[src/rtl/fetch_unit.sv]
// -----------------------------------------------------------------------------
// fetch_unit
//
// Instruction fetch stage for the 4-bit RISC core. Holds the program counter,
// drives the program memory address and registers the returned instruction
// into a valid/ready output stage consumed by decode.
//
// Handshake: ir_valid/ir_ready are strict valid/ready. An instruction
// transfers on a rising edge where ir_valid && ir_ready. While ir_valid is
// high and ir_ready is low, ir_data/ir_pc/ir_valid hold stable.
//
// Ports
//   clk          rising-edge clock
//   rst          synchronous, active-high reset (priority over everything)
//   imem_addr    program memory address, combinationally equal to pc
//   imem_data    instruction at imem_addr (zero-wait, same cycle)
//   ir_data      registered instruction to decode
//   ir_pc        address of ir_data
//   ir_valid     ir_data/ir_pc hold a live instruction
//   ir_ready     decode consumes the instruction this cycle
//   redir_valid  load redir_pc into pc and flush the output stage
//   redir_pc     redirect target
//   halted       fetch stopped on HALT_INSTR (also the FSM state: 1 = HALT)
//   fetch_count  saturating count of instructions loaded into the output stage
//   stall_count  saturating count of cycles with ir_valid && !ir_ready
//
// Build option
//   FETCH_PERF_CNT_EN  when defined, builds the two performance counters;
//                      otherwise fetch_count and stall_count are constant 0.
// -----------------------------------------------------------------------------
module fetch_unit #(
  parameter int unsigned              PC_WIDTH    = 4,
  parameter int unsigned              INSTR_WIDTH = 8,
  parameter logic [INSTR_WIDTH-1:0]   HALT_INSTR  = 8'hFF
) (
  input  logic                   clk,
  input  logic                   rst,
  output logic [PC_WIDTH-1:0]    imem_addr,
  input  logic [INSTR_WIDTH-1:0] imem_data,
  output logic [INSTR_WIDTH-1:0] ir_data,
  output logic [PC_WIDTH-1:0]    ir_pc,
  output logic                   ir_valid,
  input  logic                   ir_ready,
  input  logic                   redir_valid,
  input  logic [PC_WIDTH-1:0]    redir_pc,
  output logic                   halted,
  output logic [7:0]             fetch_count,
  output logic [7:0]             stall_count
);

  typedef enum logic {
    ST_RUN  = 1'b0,
    ST_HALT = 1'b1
  } state_e;

  state_e                  state_q, state_d;
  logic [PC_WIDTH-1:0]     pc_q, pc_d;
  logic [INSTR_WIDTH-1:0]  ir_data_q, ir_data_d;
  logic [PC_WIDTH-1:0]     ir_pc_q, ir_pc_d;
  logic                    ir_valid_q, ir_valid_d;
  logic                    load;
  logic                    stall;

  // A new instruction enters the output stage when running, the stage is
  // empty or draining this cycle, and no redirect is flushing it.
  assign load  = (state_q == ST_RUN) && (!ir_valid_q || ir_ready) && !redir_valid;
  assign stall = ir_valid_q && !ir_ready;

  // ---------------------------------------------------------------------------
  // Next-state / datapath
  // ---------------------------------------------------------------------------
  always_comb begin
    state_d    = state_q;
    pc_d       = pc_q;
    ir_data_d  = ir_data_q;
    ir_pc_d    = ir_pc_q;
    ir_valid_d = ir_valid_q;

    if (redir_valid) begin
      // Redirect wins over any handshake in the same cycle; the instruction
      // being consumed is simply dropped.
      pc_d       = redir_pc;
      ir_valid_d = 1'b0;
      state_d    = ST_RUN;
    end else if (load) begin
      ir_data_d  = imem_data;
      ir_pc_d    = pc_q;
      ir_valid_d = 1'b1;
      if (imem_data == HALT_INSTR) begin
        // The HALT word is still handed to decode; pc stays on it.
        state_d = ST_HALT;
      end else begin
        pc_d = pc_q + PC_WIDTH'(1);
      end
    end else if (ir_valid_q && ir_ready) begin
      ir_valid_d = 1'b0;
    end
  end

  always_ff @(posedge clk) begin
    if (rst) begin
      state_q    <= ST_RUN;
      pc_q       <= '0;
      ir_data_q  <= '0;
      ir_pc_q    <= '0;
      ir_valid_q <= 1'b0;
    end else begin
      state_q    <= state_d;
      pc_q       <= pc_d;
      ir_data_q  <= ir_data_d;
      ir_pc_q    <= ir_pc_d;
      ir_valid_q <= ir_valid_d;
    end
  end

  assign imem_addr = pc_q;
  assign ir_data   = ir_data_q;
  assign ir_pc     = ir_pc_q;
  assign ir_valid  = ir_valid_q;
  assign halted    = (state_q == ST_HALT);

  // ---------------------------------------------------------------------------
  // Performance counters
  // ---------------------------------------------------------------------------
`ifdef FETCH_PERF_CNT_EN
  logic [7:0] fetch_cnt_q, fetch_cnt_d;
  logic [7:0] stall_cnt_q, stall_cnt_d;

  // Saturate at all-ones; a redirect does not clear them.
  always_comb begin
    fetch_cnt_d = fetch_cnt_q;
    stall_cnt_d = stall_cnt_q;
    if (load && (fetch_cnt_q != 8'hFF)) begin
      fetch_cnt_d = fetch_cnt_q + 8'd1;
    end
    if (stall && (stall_cnt_q != 8'hFF)) begin
      stall_cnt_d = stall_cnt_q + 8'd1;
    end
  end

  always_ff @(posedge clk) begin
    if (rst) begin
      fetch_cnt_q <= 8'h00;
      stall_cnt_q <= 8'h00;
    end else begin
      fetch_cnt_q <= fetch_cnt_d;
      stall_cnt_q <= stall_cnt_d;
    end
  end

  assign fetch_count = fetch_cnt_q;
  assign stall_count = stall_cnt_q;
`else
  logic unused_perf;
  assign unused_perf = stall;
  assign fetch_count = 8'h00;
  assign stall_count = 8'h00;
`endif

endmodule
[config.mk]
export PLATFORM = sky130hd
export DESIGN_NAME = fetch_unit
export DESIGN_NICKNAME = d
export VERILOG_FILES = /design/src/rtl/fetch_unit.sv
export SDC_FILE = /design/constraint.sdc
export NUM_CORES = 1
export LEC_CHECK = 0
export ABC_AREA = 0
export CAP_MARGIN = 20
export CORE_MARGIN = 8
export CORE_UTILIZATION = 40
export CTS_CLUSTER_DIAMETER = 150
export DETAILED_ROUTE_END_ITERATION = 10
export PLACE_DENSITY_LB_ADDON = 0.12
export SLEW_MARGIN = 0
export SYNTH_ARGS = -nofsm -noshare
export SYNTH_HDL_FRONTEND = slang
export SYNTH_SLANG_ARGS = --single-unit
[constraint.sdc]
create_clock -name clk -period 3.32 [get_ports clk]
set_clock_uncertainty 0.15 [all_clocks]
set_input_delay 0.83 -clock clk [delete_from_list [all_inputs] [get_ports clk]]
set_output_delay 0.83 -clock clk [all_outputs]
set_load 0.01 [all_outputs]
==> flow_summary.yaml, run 1 <==
routing:
  via_count: 684
  viasPerCell: 4.44
  drc: 0
  drtAntennaViolNets: 0
  wire_per_inst_um: 12.7
  first_pass_iters: 3
  first_iter_violations: 4
  routed_wl_um: 1960
setup_path:
  cp_data_required_time_ns: 3.33
  arrival_ns: 2.40
  crit_fanout: 7
  cp-end-kind: "flop"
  reg2reg_to: "ir_data[1]"
  worst-r2r-setup-slack_ns: 1.65
  rr_worst_depth: 5
  cp-start-kind: "input pin"
  r2r_start: "ir_valid"
  worst-setup-path-type: "input pin to flop"
outcome:
  outcome: "finished clean"
place:
  gp_congestion: 0.724
  hpwl_um: 1540
  io_buffers: 33
yosys:
  synth_area_um2: 896
  syn_inst: 93
  yosys-top-cells-area: "dfxtp_1 (40%), mux2i_1 (13%), buf_4 (13%), nor2_1 (5.4%), a21oi_1 (2.2%)"
  synth_top_area_cell: "dfxtp_1"
  async_flop_share_pct: 0
  ys.flop_type: "dfxtp_1"
  ys_top_cells_by_count: "dfxtp_1 (18), buf_4 (16), nor2_1 (13)"
  synth_warnings: 0
  synth.distinct_cells: 27
  ys_seq_elements: 18
  synth-seq-area-share_pct: 40.2
  synth_edf_count: 0
  synth_most_common_cell: "dfxtp_1"
  syn_avg_cell_area_um2: 9.63
  netlist.area_leader.share_pct: 40.2
run:
  max-cap-violations: 0
clock_tree:
  htree_num_levels: 1
  cts_hold_buffers: 0
  clock-sinks: 18
  post_cts_buffers: 0
  root_buffer: "clkbuf_4"
  cts_resized: 0
  cts_tree: "done"
  clk_latency_ns: 0.29
  cts_buffers: 3
  clk_pin_slew_ns: 0.09
  cts.path.max_buffers: 2
die:
  die_y_um: 63.3
  die_x_um: 63.3
  die_area_um2: 4010
  std_cell_rows: 17
  core-area_um2: 2170
  num_io_pins: 50
  start_util_pct: 41.3
timing:
  max_slew.worst_pin.slew_ns: 0.676
  maxSlewViolCount: 0
  fmax_mhz: 418
  period_needed_ns: 2.39
  holdWs_ns: 0.351
  hold_viol: 0
  fin_crit_sh_pct: 72.1
  rsz0062_at_grt: "no"
  finalSetupTns_ns: 0
  final-setup-viol-count: 0
  relSlewSlack_pct: 54.8
worst_hold_path:
  whs_endpoint: "ir_data[7]"
  min-delay-start: "ir_data[7]"
  whs_path_depth: 2
  hp-class: "flop to flop"
layout:
  final_layout_size_suffix_gt1_share_pct: 7.94
  area_growth_pct: 35.3
  nets: 145
  num_antenna_cells: 0
grt:
  grt_max_degree: 19
  antenna_found_initial: 0
  grt_util_all_layers_pct: 9.83
  grt_pass1_vias: 692
  grt-ovfl-total: 0
  grt_pass1_wl_um: 3300
power_and_ir_drop:
  pwr_density_cell_nw_per_um2: 368
  comb_power_share_pct: 23.0
  p_leak_nw: 0.516
  p_total_w: 0.000446
  cellInternalPower_w: 0.000328
  ir_worst_vdd_mv: 0.330
  clkPwrFrac_pct: 23.4
  pwr-share-seq_pct: 53.6
  switchingPower_w: 0.000118
  switching_share_pct: 26.4
[routing by layer]
metal  share of wire, %  up-vias  global-route usage, %
met3                 14        2                   7.07
li1                   -      354                      -
met5                  0        -                      0
met1                 42      298                   10.8
met4               0.20        0                   2.51
met2                 44       30                   14.8
[layout by cell type (no fill, tap or decap), drive strengths merged, types with 2 or more instances in the layout]
| cell type | count |
|---|---|
| clkdlybuf4s50 | 33 |
| dfxtp | 18 |
| conb | 16 |
| nor2 | 13 |
| mux2i | 12 |
| inv | 5 |
| a21oi | 4 |
| clkbuf | 3 |
| nor3 | 2 |
| o21a | 2 |
| a211oi | 2 |
| buf | 2 |
| nand4 | 2 |
[sequential cells by signal, indices dropped and copies added (netlist names)]
name and cells:
halted 1, imem_addr 4, ir_data 8, ir_pc 4
ir_valid 1
[power groups by stage]
stage          combinational [W]  sequential (W)  clock, W
4_1_cts                 0.000103        0.000239  0.000112
2_1_floorplan          0.0000594        0.000249         0
3_5_place_dp            0.000103        0.000244         0
6_report                0.000102        0.000239  0.000104
5_1_grt                 0.000112        0.000241  0.000118
3_3_place_gp            0.000102        0.000245         0
[worst max path at each step]
stage                         from  cells after the start  slack (ns)         end
after floorplan           ir_ready                      5        1.41  ir_data[1]
after global placement    ir_ready                      6        0.64  ir_data[4]
after detailed placement  ir_ready                      6        0.62  ir_data[0]
after CTS                 ir_ready                      6        0.91  ir_data[0]
after global routing      ir_ready                      6        0.83    ir_pc[2]
final                     ir_ready                      6        0.93  ir_data[1]
[logic make-up after synthesis]
group / count (synthesis) / share of synthesized area (%)
buffers and inverters: 25 / 18.0
and+or+nand+nor: 22 / 13.8
DFF: 18 / 40.2
AOI/OAI and AO/OA: 13 / 11.7
muxes: 12 / 13.4
adders and majority gates: 1 / 1.40
other: 1 / 0.419
xor gates and xnor gates: 1 / 0.978
[through the flow]
step	setup slack [ns]	std cells	util, %	instance area [um^2]
floorplan	1.41	108	-	952
global placement	0.641	151	54.8	1190
detailed placement	0.621	151	54.8	1190
CTS	0.915	154	55.9	1210
global route	0.826	154	55.9	1210
finish	0.926	154	55.9	1210
[final cells by class]
type                    count  area [um^2]
clock buffers               3         22.5
fillers                   220          957
inverters                   5         18.8
multi-input cells          65          430
flip-flops and latches     18          360
well taps                  28         35.0
repair buffers             35          345
[critical path, stage by stage]
cell             delay [ns]
clkdlybuf4s50_1        0.46
nand2b_2               0.17
nor3b_4                0.44
buf_4                  0.26
mux2i_1                0.20
nor2_1                 0.05
Power figures use the tool's default switching activity.
==> run 2, diff against run 1 <==
CORE_UTILIZATION = 37   (was 40)
clock period = 2.3 ns   (was 3.32 ns; I/O delays follow)
==> run 2 against run 1 <==
  * Register-to-register slack worse by 0.75 ns
  * Die area is 6.0% higher
  * Setup slack worse by 0.69 ns
  * Cell area is 1.9% higher
  * Clock power is 49% higher
  * Cell count is 1.9% higher
  * Non-clock buffer count is 1 higher
  * Combinational power is 50% higher
  * Global-route usage hardly changed
  * Critical path depth is 5 lower
  * Critical path type is now flop to output port
  * Critical endpoint is now halted
==> flow_summary.yaml, run 2 (synthesis results as in run 1) <==
routing:
  routed_wl_um: 2050
  drc: 0
  viasPerCell: 4.46
  via_count: 701
  drtAntennaViolNets: 0
  first_iter_violations: 12
  wire_per_inst_um: 13.0
  first_pass_iters: 3
grt:
  grt_util_all_layers_pct: 9.85
  grt_max_degree: 12
  grt_pass1_wl_um: 3280
  grt_pass1_vias: 708
  grt-ovfl-total: 0
  antenna_found_initial: 0
layout:
  area_growth_pct: 37.8
  final_layout_size_suffix_gt1_share_pct: 8.66
  num_antenna_cells: 0
  most-common-layout-cells: "clkdlybuf4s50_1 (33), dfxtp_1 (18), conb_1 (16)"
  final_common_cell: "clkdlybuf4s50_1"
  nets: 146
  stdcell_area_um2: 1230
  largest_reg_flops: 8
clock_tree:
  cts.path.max_buffers: 2
  clk_pin_slew_ns: 0.10
  post_cts_buffers: 0
  cts_buffers: 3
  cts_hold_buffers: 0
  cts_tree: "done"
  htree_num_levels: 1
  root_buffer: "clkbuf_4"
  clk_latency_ns: 0.29
  cts_resized: 0
  clock-sinks: 18
die:
  core-area_um2: 2390
  num_io_pins: 50
  die_area_um2: 4250
  start_util_pct: 37.5
  die_x_um: 65.2
  std_cell_rows: 18
  die_y_um: 65.2
timing:
  rsz0062_at_grt: "no"
  maxSlewViolCount: 0
  fin_crit_sh_pct: 89.9
  finalSetupTns_ns: 0
  period_needed_ns: 2.07
  final-setup-viol-count: 0
  fmax_mhz: 484
  hold_viol: 0
power_and_ir_drop:
  pwr-share-seq_pct: 52.8
  p_leak_nw: 0.525
  p_total_w: 0.000654
  clkPwrFrac_pct: 23.8
  switchingPower_w: 0.000176
  switching_share_pct: 26.9
  pwr_density_cell_nw_per_um2: 529
  cellInternalPower_w: 0.000478
  ir_worst_vdd_mv: 0.354
  comb_power_share_pct: 23.4
place:
  io_buffers: 33
  gp_congestion: 0.676
  hpwl_um: 1690
  postPlaceCellArea_um2: 1210
setup_path:
  cp-start-kind: "flop"
  cpLargestDelayFamily: "buffers and inverters"
  cp-end-kind: "output port"
  rr_worst_depth: 5
  worst-r2r-setup-slack_ns: 0.90
  worst-setup-path-type: "flop to output port"
  crit_slowest_cell: "clkdlybuf4s50_1"
  worst-path-buf-inv: 1
  cp_data_required_time_ns: 1.57
  arrival_ns: 1.34
  crit_fanout: 5
  reg2reg_to: "ir_data[0]"
  r2r_start: "ir_valid"
  path_cells: "clkdlybuf4s50_1"
  critPathMaxStageDelay_ns: 0.59
worst_hold_path:
  whs_endpoint: "ir_data[3]"
  whs_path_depth: 2
  min-delay-start: "ir_data[3]"
  hp-class: "flop to flop"
outcome:
  outcome: "finished clean"
run:
  max-cap-violations: 0
==> run 2: worst register-to-register path, delay by kind of cell (launching register included) <==
family / cells / cell delay [ns]
buf+inv: 1 / 0.18
simple gates: 3 / 0.43
flops: 1 / 0.33
mux: 1 / 0.20
==> run 2: how the worst max path moves through the flow <==
stage	endpoint	cells after the start	from	slack [ns]
after global routing	halted	1	halted	0.15
final	halted	1	halted	0.23
after floorplan	ir_pc[0]	5	ir_ready	0.65
after CTS	halted	1	halted	0.22
after detailed placement	imem_addr[2]	5	imem_data[3]	0.1
after global placement	imem_addr[2]	5	imem_data[3]	0.09
==> run 2: power by group through the flow <==
| stage | Sequential (W) | Combinational [W] | Clock [W] |
|---|---|---|---|
| 2_1_floorplan | 0.000359 | 0.0000857 | 0 |
| 3_3_place_gp | 0.000352 | 0.000153 | 0 |
| 3_5_place_dp | 0.000352 | 0.000155 | 0 |
| 4_1_cts | 0.000345 | 0.000155 | 0.000166 |
| 5_1_grt | 0.000348 | 0.000167 | 0.000180 |
| 6_report | 0.000345 | 0.000153 | 0.000155 |
==> run 2: final cells by class <==
| type | instances | area (um^2) |
|---|---|---|
| Clock buffer | 3 | 22.5 |
| Fill cell | 244 | 1150 |
| Inverter | 5 | 18.8 |
| Multi-Input combinational cell | 65 | 430 |
| Sequential cell | 18 | 360 |
| Tap cell | 30 | 37.5 |
| Timing Repair Buffer | 36 | 365 |
==> run 2: per-stage QoR <==
stage               utilization (%)  worst slack (ns)  hold WS, ns  cells
detailed placement             50.8            0.0982        0.336    154
global placement               50.8            0.0930        0.325    154
floorplan                         -             0.646        0.381    108
finish                         51.7             0.232        0.354    157
global route                   51.7             0.153        0.391    157
CTS                            51.7             0.218        0.365    157
==> run 2: routing by layer <==
| layer | track usage [%] | vias to the layer above | share of wire (%) |
|---|---|---|---|
| li1 | - | 356 | - |
| met1 | 8.95 | 319 | 35 |
| met2 | 17.7 | 21 | 53 |
| met3 | 5.95 | 5 | 11 |
| met4 | 3.27 | 0 | 1.2 |
| met5 | 0 | - | 0 |
